$ cat src/rtl/rw_addr_feeder.sv
// rw_addr_feeder: buffers bin addresses and presents one registered address per cycle; can also sweep every bin in ascending order.
// Optional feature: define RW_FEEDER_RANGE_CHECK_EN to drop and count addresses >= BINS.
module rw_addr_feeder #(
    parameter int ADDR_W = 32,
    parameter int BINS   = 8,
    parameter int DEPTH  = 4
) (
    input  logic              clk,
    input  logic              reset,
    input  logic              io_in_valid,
    output logic              io_in_ready,
    input  logic [ADDR_W-1:0] io_in_bits,
    input  logic              io_sweep,
    output logic              io_addr_valid,
    output logic [ADDR_W-1:0] io_addr,
    output logic              io_busy,
    output logic [15:0]       io_drop_count
);
    localparam int PTR_W = (DEPTH > 1) ? $clog2(DEPTH) : 1;
    localparam int CNT_W = (BINS > 1) ? $clog2(BINS) : 1;

    typedef enum logic [1:0] {
        IDLE,
        SWEEP_PEND,
        SWEEP
    } state_t;

    state_t            state_q, state_d;
    logic [ADDR_W-1:0] mem_q [DEPTH];
    logic [PTR_W-1:0]  rd_ptr_q, rd_ptr_d;
    logic [PTR_W-1:0]  wr_ptr_q, wr_ptr_d;
    logic [PTR_W:0]    count_q, count_d;
    logic [CNT_W-1:0]  sweep_cnt_q, sweep_cnt_d;
    logic              addr_valid_q, addr_valid_d;
    logic [ADDR_W-1:0] addr_q, addr_d;

    logic fifo_empty, fifo_full, xfer, in_range, keep, push, pop;

    assign fifo_empty  = (count_q == '0);
    assign fifo_full   = (count_q == (PTR_W+1)'(DEPTH));
    assign io_in_ready = !fifo_full && (state_q == IDLE) && !reset;
    assign xfer        = io_in_valid && io_in_ready;

`ifdef RW_FEEDER_RANGE_CHECK_EN
    assign in_range = (io_in_bits < ADDR_W'(BINS));
`else
    assign in_range = 1'b1;
`endif

    // An accepted address bypasses the FIFO whenever the FIFO is empty.
    assign keep = xfer && in_range;
    assign pop  = (state_q != SWEEP) && !fifo_empty;
    assign push = keep && !fifo_empty && !fifo_full;

    always_comb begin
        // NOTE: every always_comb output gets a default first so no path can infer a latch.
        state_d      = state_q;
        sweep_cnt_d  = sweep_cnt_q;
        rd_ptr_d     = rd_ptr_q;
        wr_ptr_d     = wr_ptr_q;
        addr_d       = addr_q;
        addr_valid_d = 1'b0;

        if (state_q == SWEEP) begin
            addr_valid_d = 1'b1;
            addr_d       = ADDR_W'(sweep_cnt_q);
        end else if (pop) begin
            addr_valid_d = 1'b1;
            addr_d       = mem_q[rd_ptr_q];
        end else if (keep) begin
            addr_valid_d = 1'b1;
            addr_d       = io_in_bits;
        end

        if (pop)  rd_ptr_d = rd_ptr_q + 1'b1;
        if (push) wr_ptr_d = wr_ptr_q + 1'b1;
        count_d = count_q + (PTR_W+1)'(push) - (PTR_W+1)'(pop);

        unique case (state_q)
            IDLE: begin
                if (io_sweep) state_d = fifo_empty ? SWEEP : SWEEP_PEND;
            end
            SWEEP_PEND: begin
                // Input is blocked here, so the FIFO is empty after this pop once count <= 1.
                if (count_q <= (PTR_W+1)'(1)) state_d = SWEEP;
            end
            SWEEP: begin
                sweep_cnt_d = sweep_cnt_q + 1'b1;
                if (sweep_cnt_q == CNT_W'(BINS - 1)) begin
                    state_d     = IDLE;
                    sweep_cnt_d = '0;
                end
            end
            default: state_d = IDLE;
        endcase
    end

    // NOTE: sequential state uses non-blocking assignments so every flop samples pre-edge values.
    always_ff @(posedge clk) begin
        if (reset) begin
            state_q      <= IDLE;
            sweep_cnt_q  <= '0;
            rd_ptr_q     <= '0;
            wr_ptr_q     <= '0;
            count_q      <= '0;
            addr_valid_q <= 1'b0;
            addr_q       <= '0;
        end else begin
            state_q      <= state_d;
            sweep_cnt_q  <= sweep_cnt_d;
            rd_ptr_q     <= rd_ptr_d;
            wr_ptr_q     <= wr_ptr_d;
            count_q      <= count_d;
            addr_valid_q <= addr_valid_d;
            addr_q       <= addr_d;
        end
    end

    // NOTE: FIFO storage is not reset; the pointers and count alone define which entries are live.
    always_ff @(posedge clk) begin
        if (push) mem_q[wr_ptr_q] <= io_in_bits;
    end

`ifdef RW_FEEDER_RANGE_CHECK_EN
    logic [15:0] drop_q, drop_d;

    always_comb begin
        drop_d = drop_q;
        if (xfer && !in_range && (drop_q != 16'hFFFF)) drop_d = drop_q + 16'd1;
    end

    always_ff @(posedge clk) begin
        if (reset) drop_q <= '0;
        else       drop_q <= drop_d;
    end

    assign io_drop_count = drop_q;
`else
    assign io_drop_count = '0;
`endif

    assign io_addr_valid = addr_valid_q;
    assign io_addr       = addr_q;
    assign io_busy       = !fifo_empty || addr_valid_q || (state_q != IDLE);
endmodule

$ cat config.mk
export PLATFORM = sky130hd
export DESIGN_NAME = rw_addr_feeder
export DESIGN_NICKNAME = d
export VERILOG_FILES = /design/src/rtl/rw_addr_feeder.sv
export SDC_FILE = /design/constraint.sdc
export NUM_CORES = 1
export LEC_CHECK = 0
export CORE_ASPECT_RATIO = 0.8
export CORE_UTILIZATION = 45
export CTS_BUF_LIST = sky130_fd_sc_hd__clkbuf_16
export CTS_CLUSTER_DIAMETER = 60
export CTS_CLUSTER_SIZE = 30
export DETAILED_ROUTE_END_ITERATION = 12
export PLACE_DENSITY = 0.69
export SYNTH_ARGS = -nofsm -noshare
export SYNTH_HDL_FRONTEND = slang
export SYNTH_SLANG_ARGS = --single-unit
$ cat constraint.sdc
create_clock -name clk -period 3.92 [get_ports clk]
set_clock_uncertainty 0.05 [all_clocks]
set_input_delay 1.176 -clock clk [delete_from_list [all_inputs] [get_ports clk]]
set_output_delay 1.176 -clock clk [all_outputs]
set_load 0.01 [all_outputs]
==> results.py <==
metrics = {
    "floorplanning": {
        "design.core.area_um2": 15060,
        "start_util_pct": 46.13,
        "rows": 40,
        "die-area_um2": 15950,
        "chipHeight_um": 113.2,
        "die_x_um": 140.9,
        "io_pins": 87,
    },
    "synthesis": {
        "yosysWarnings": 0,
        "syn_area_um2": 6949,
        "synth_cell_types": 45,
        "ys_seq_elements": 175,
        "syn-instance-count": 425,
        "avgSynthCellArea_um2": 16.35,
        "yosysSeqAreaShare_pct": 68.85,
    },
    "critical_path": {
        "worstPathRequired_ns": 2.69,
        "critPathMaxFanout": 4,
        "r2r-end": "count_q[2]$_SDFF_PP0_",
        "critPathArrivalTime_ns": 2.52,
        "cpMostUsedCell": "clkdlybuf4s50_1",
        "worst_setup_path_start_kind": "input pin",
        "reg2reg_from": "state_q[1]$_SDFFE_PP0P_",
        "worst_r2r_path_depth": 9,
        "r2r_slack_ns": 1.48,
        "crit_path_top_delay_cell": "clkdlybuf4s50_1",
        "path_buf_inv": 2,
        "critical_path_class": "input pin to output pin",
        "path_cells": "clkdlybuf4s50_1 > nor4_1 > clkdlybuf4s50_1",
        "worst_path_largest_cell_delay_ns": 0.60,
        "path_delay_family": "buffers and inverters",
        "end_kind": "output pin",
    },
    "clocking": {
        "numCtsBuffers": 17,
        "clk_pin_slew_ns": 0.06,
        "cts_tree": "yes",
        "root_buffer": "clkbuf_16",
        "cts.sinks": 175,
        "cts_hold_buffers": 0,
        "cts_max_level": 4,
        "clkLatencyLatePin_ns": 0.42,
        "cts_resized": 0,
        "cts.path.max_buffers": 2,
        "cts_setup_buffers": 0,
    },
    "timing": {
        "drv_slew": 0,
        "fin_crit_ns": 3.748,
        "tightestPinTransition_ns": 0.8754,
        "maxSlewHeadroom_pct": 41.64,
        "hold_viol": 0,
        "rsz0062_at_grt": "no",
        "min_period_over_period_pct": 95.61,
        "fmax_mhz": 266.8,
        "fin_tns_setup_ns": 0,
        "setup-violations-final": 0,
    },
    "run_status": {
        "status": "complete, no violations",
    },
    "hold_path": {
        "hold_start": "sweep_cnt_q[2]$_SDFFE_PP0P_",
        "hold_path_end": "sweep_cnt_q[2]$_SDFFE_PP0P_",
        "min_path_type": "flip-flop to flip-flop",
        "hold_depth": 2,
    },
    "power": {
        "leakagePower_uw": 0.002908,
        "irDropWorstVdd_uv": 636.1,
        "powerDensity_nw_per_um2": 708.4,
        "finalPower_uw": 5986,
    },
    "finish": {
        "diodes": 0,
        "final_common_cell": "edfxtp_1",
        "num-nets-final": 555,
        "final_cell_area_um2": 8451,
        "drive_gt1_share_pct": 17.85,
        "fin_cells": 731,
        "syn2layout_area_growth_pct": 21.61,
        "layout_common_cells": "edfxtp_1, clkdlybuf4s50_1, dfxtp_1",
        "fin_util_pct": 56.10,
    },
    "global_routing": {
        "grt_max_degree": 33,
        "grt_use_total_pct": 16.99,
        "grt_overflow": 0,
        "grt_pass1_wl_mm": 19.89,
        "grt_pass1_vias": 3709,
        "antenna_found_initial": 0,
    },
    "flow_run": {
        "cap_viol_max_count": 0,
    },
    "routing": {
        "vias": 3750,
        "wl_per_cell_um": 17.17,
        "drc_errors": 0,
        "via_per_inst": 5.130,
        "antenna_left": 0,
        "drt_iter0_markers": 200,
        "wl_mm": 12.55,
        "drtPass1Iterations": 5,
    },
    "placed_design": {
        "place_congestion": 0.7900,
        "io_buffers": 70,
        "dp_cells": 699,
        "placed_area_um2": 7879,
        "place_hpwl_mm": 7.977,
    },
}
[cell usage after synthesis]
cell type  number  area [um2]
edfxtp_1      128        3844
dfxtp_1        47       940.9
a21oi_1        33       165.2
mux4_2         32       720.7
mux2i_1        29       290.3
o21ai_1        23       115.1
buf_4          16       120.1
nor2_1         15       56.30
buf_2          11       55.05
clkbuf_1       10       37.54
ha_1           10       125.1
inv_1          10       37.54
nand2_1         8       30.03
o21ai_0         5       25.02
and2_1          4       25.02
nor2b_1         4       25.02
a2111oi_1       2       20.02
a21boi_0        2       15.01
buf_6           2       22.52
nand2b_1        2       12.51
nand3_1         2       10.01
nor3_1          2       10.01
nor3b_1         2       15.01
o32ai_1         2       17.52
or3_1           2       12.51
xnor2_1         2       17.52
xor2_1          2       17.52
a211oi_1        1       7.510
a221oi_1        1       8.760
a311oi_1        1       8.760
and3_1          1       6.260
conb_1          1       3.750
fa_1            1       20.02
inv_2           1       3.750
mux2_2          1       11.26
nand3b_1        1       7.510
nand4_1         1       6.260
nor2_2          1       6.260
nor2_4          1       11.26
nor4_1          1       6.260
o211ai_1        1       7.510
o21a_1          1       7.510
o22ai_4         1       20.02
o32a_1          1       10.01
or4b_4          1       13.76
[report_power, final]
group / switching (uW) / internal (uW)
clock: 683 / 934
sequential: 233 / 2220
combinational: 945 / 970
[cell type report]
type                            count  area, um2
Clock buffer                       17      425.4
Clock inverter                     15      146.4
Fill cell                        1161       6614
Inverter                           11      41.29
Multi-Input combinational cell    215       1952
Sequential cell                   175       4787
Tap cell                          210      262.8
Timing Repair Buffer               88      835.8
[worst max path at each step]
| stage | start | end | slack (ns) | cells after the start |
|---|---|---|---|---|
| floorplan | reset | mem_q[0][0]$_DFFE_PP_ | 0.67 | 4 |
| global placement | reset | io_in_ready | 0.25 | 3 |
| detailed placement | reset | io_in_ready | 0.19 | 3 |
| CTS | reset | io_in_ready | 0.17 | 3 |
| global route | reset | io_in_ready | 0.1 | 3 |
| finish | reset | io_in_ready | 0.17 | 3 |
[worst min-delay path, cell delays in order (launching register included)]
cell     delay (ns)
dfxtp_1        0.32
nand2_1        0.06
a21oi_1        0.05
[flip-flops by register name (all words and copies together) (netlist names), named ones only]
signal,cells
state_q,2
rd_ptr_q,2
wr_ptr_q,2
mem_q,128
count_q,3
io_addr,32
io_addr_valid,1
sweep_cnt_q,3
[metal layers]
metal	GRT usage [%]	up-vias	wire, um
met2	26.37	127	5806
met4	6.812	0	164
li1	-	1779	-
met3	3.682	13	680
met5	0	-	0
met1	23.53	1831	5899
[logic make-up (layout without fill, tap and decap cells)]
family,Yosys count,after routing,share of synthesized area (%)
flip-flops,175,175,68.85
AO/OA/AOI/OAI,74,74,6.158
multiplexers,62,62,14.71
buffers and inverters,50,131,3.979
AND/OR/NAND/NOR,48,48,3.655
adder cells (fa/ha/maj),11,11,2.089
XOR/XNOR,4,4,0.5042
other,1,16,0.05396
[per-stage QoR]
stage	hold slack (ns)	setup slack, ns
4_1_cts	0.4295	0.1700
2_1_floorplan	0.4031	0.6744
3_3_place_gp	0.4152	0.2497
5_1_grt	0.4662	0.09598
6_report	0.4255	0.1720
3_5_place_dp	0.4219	0.1883
Note: power is estimated with default switching activity, not from simulation.
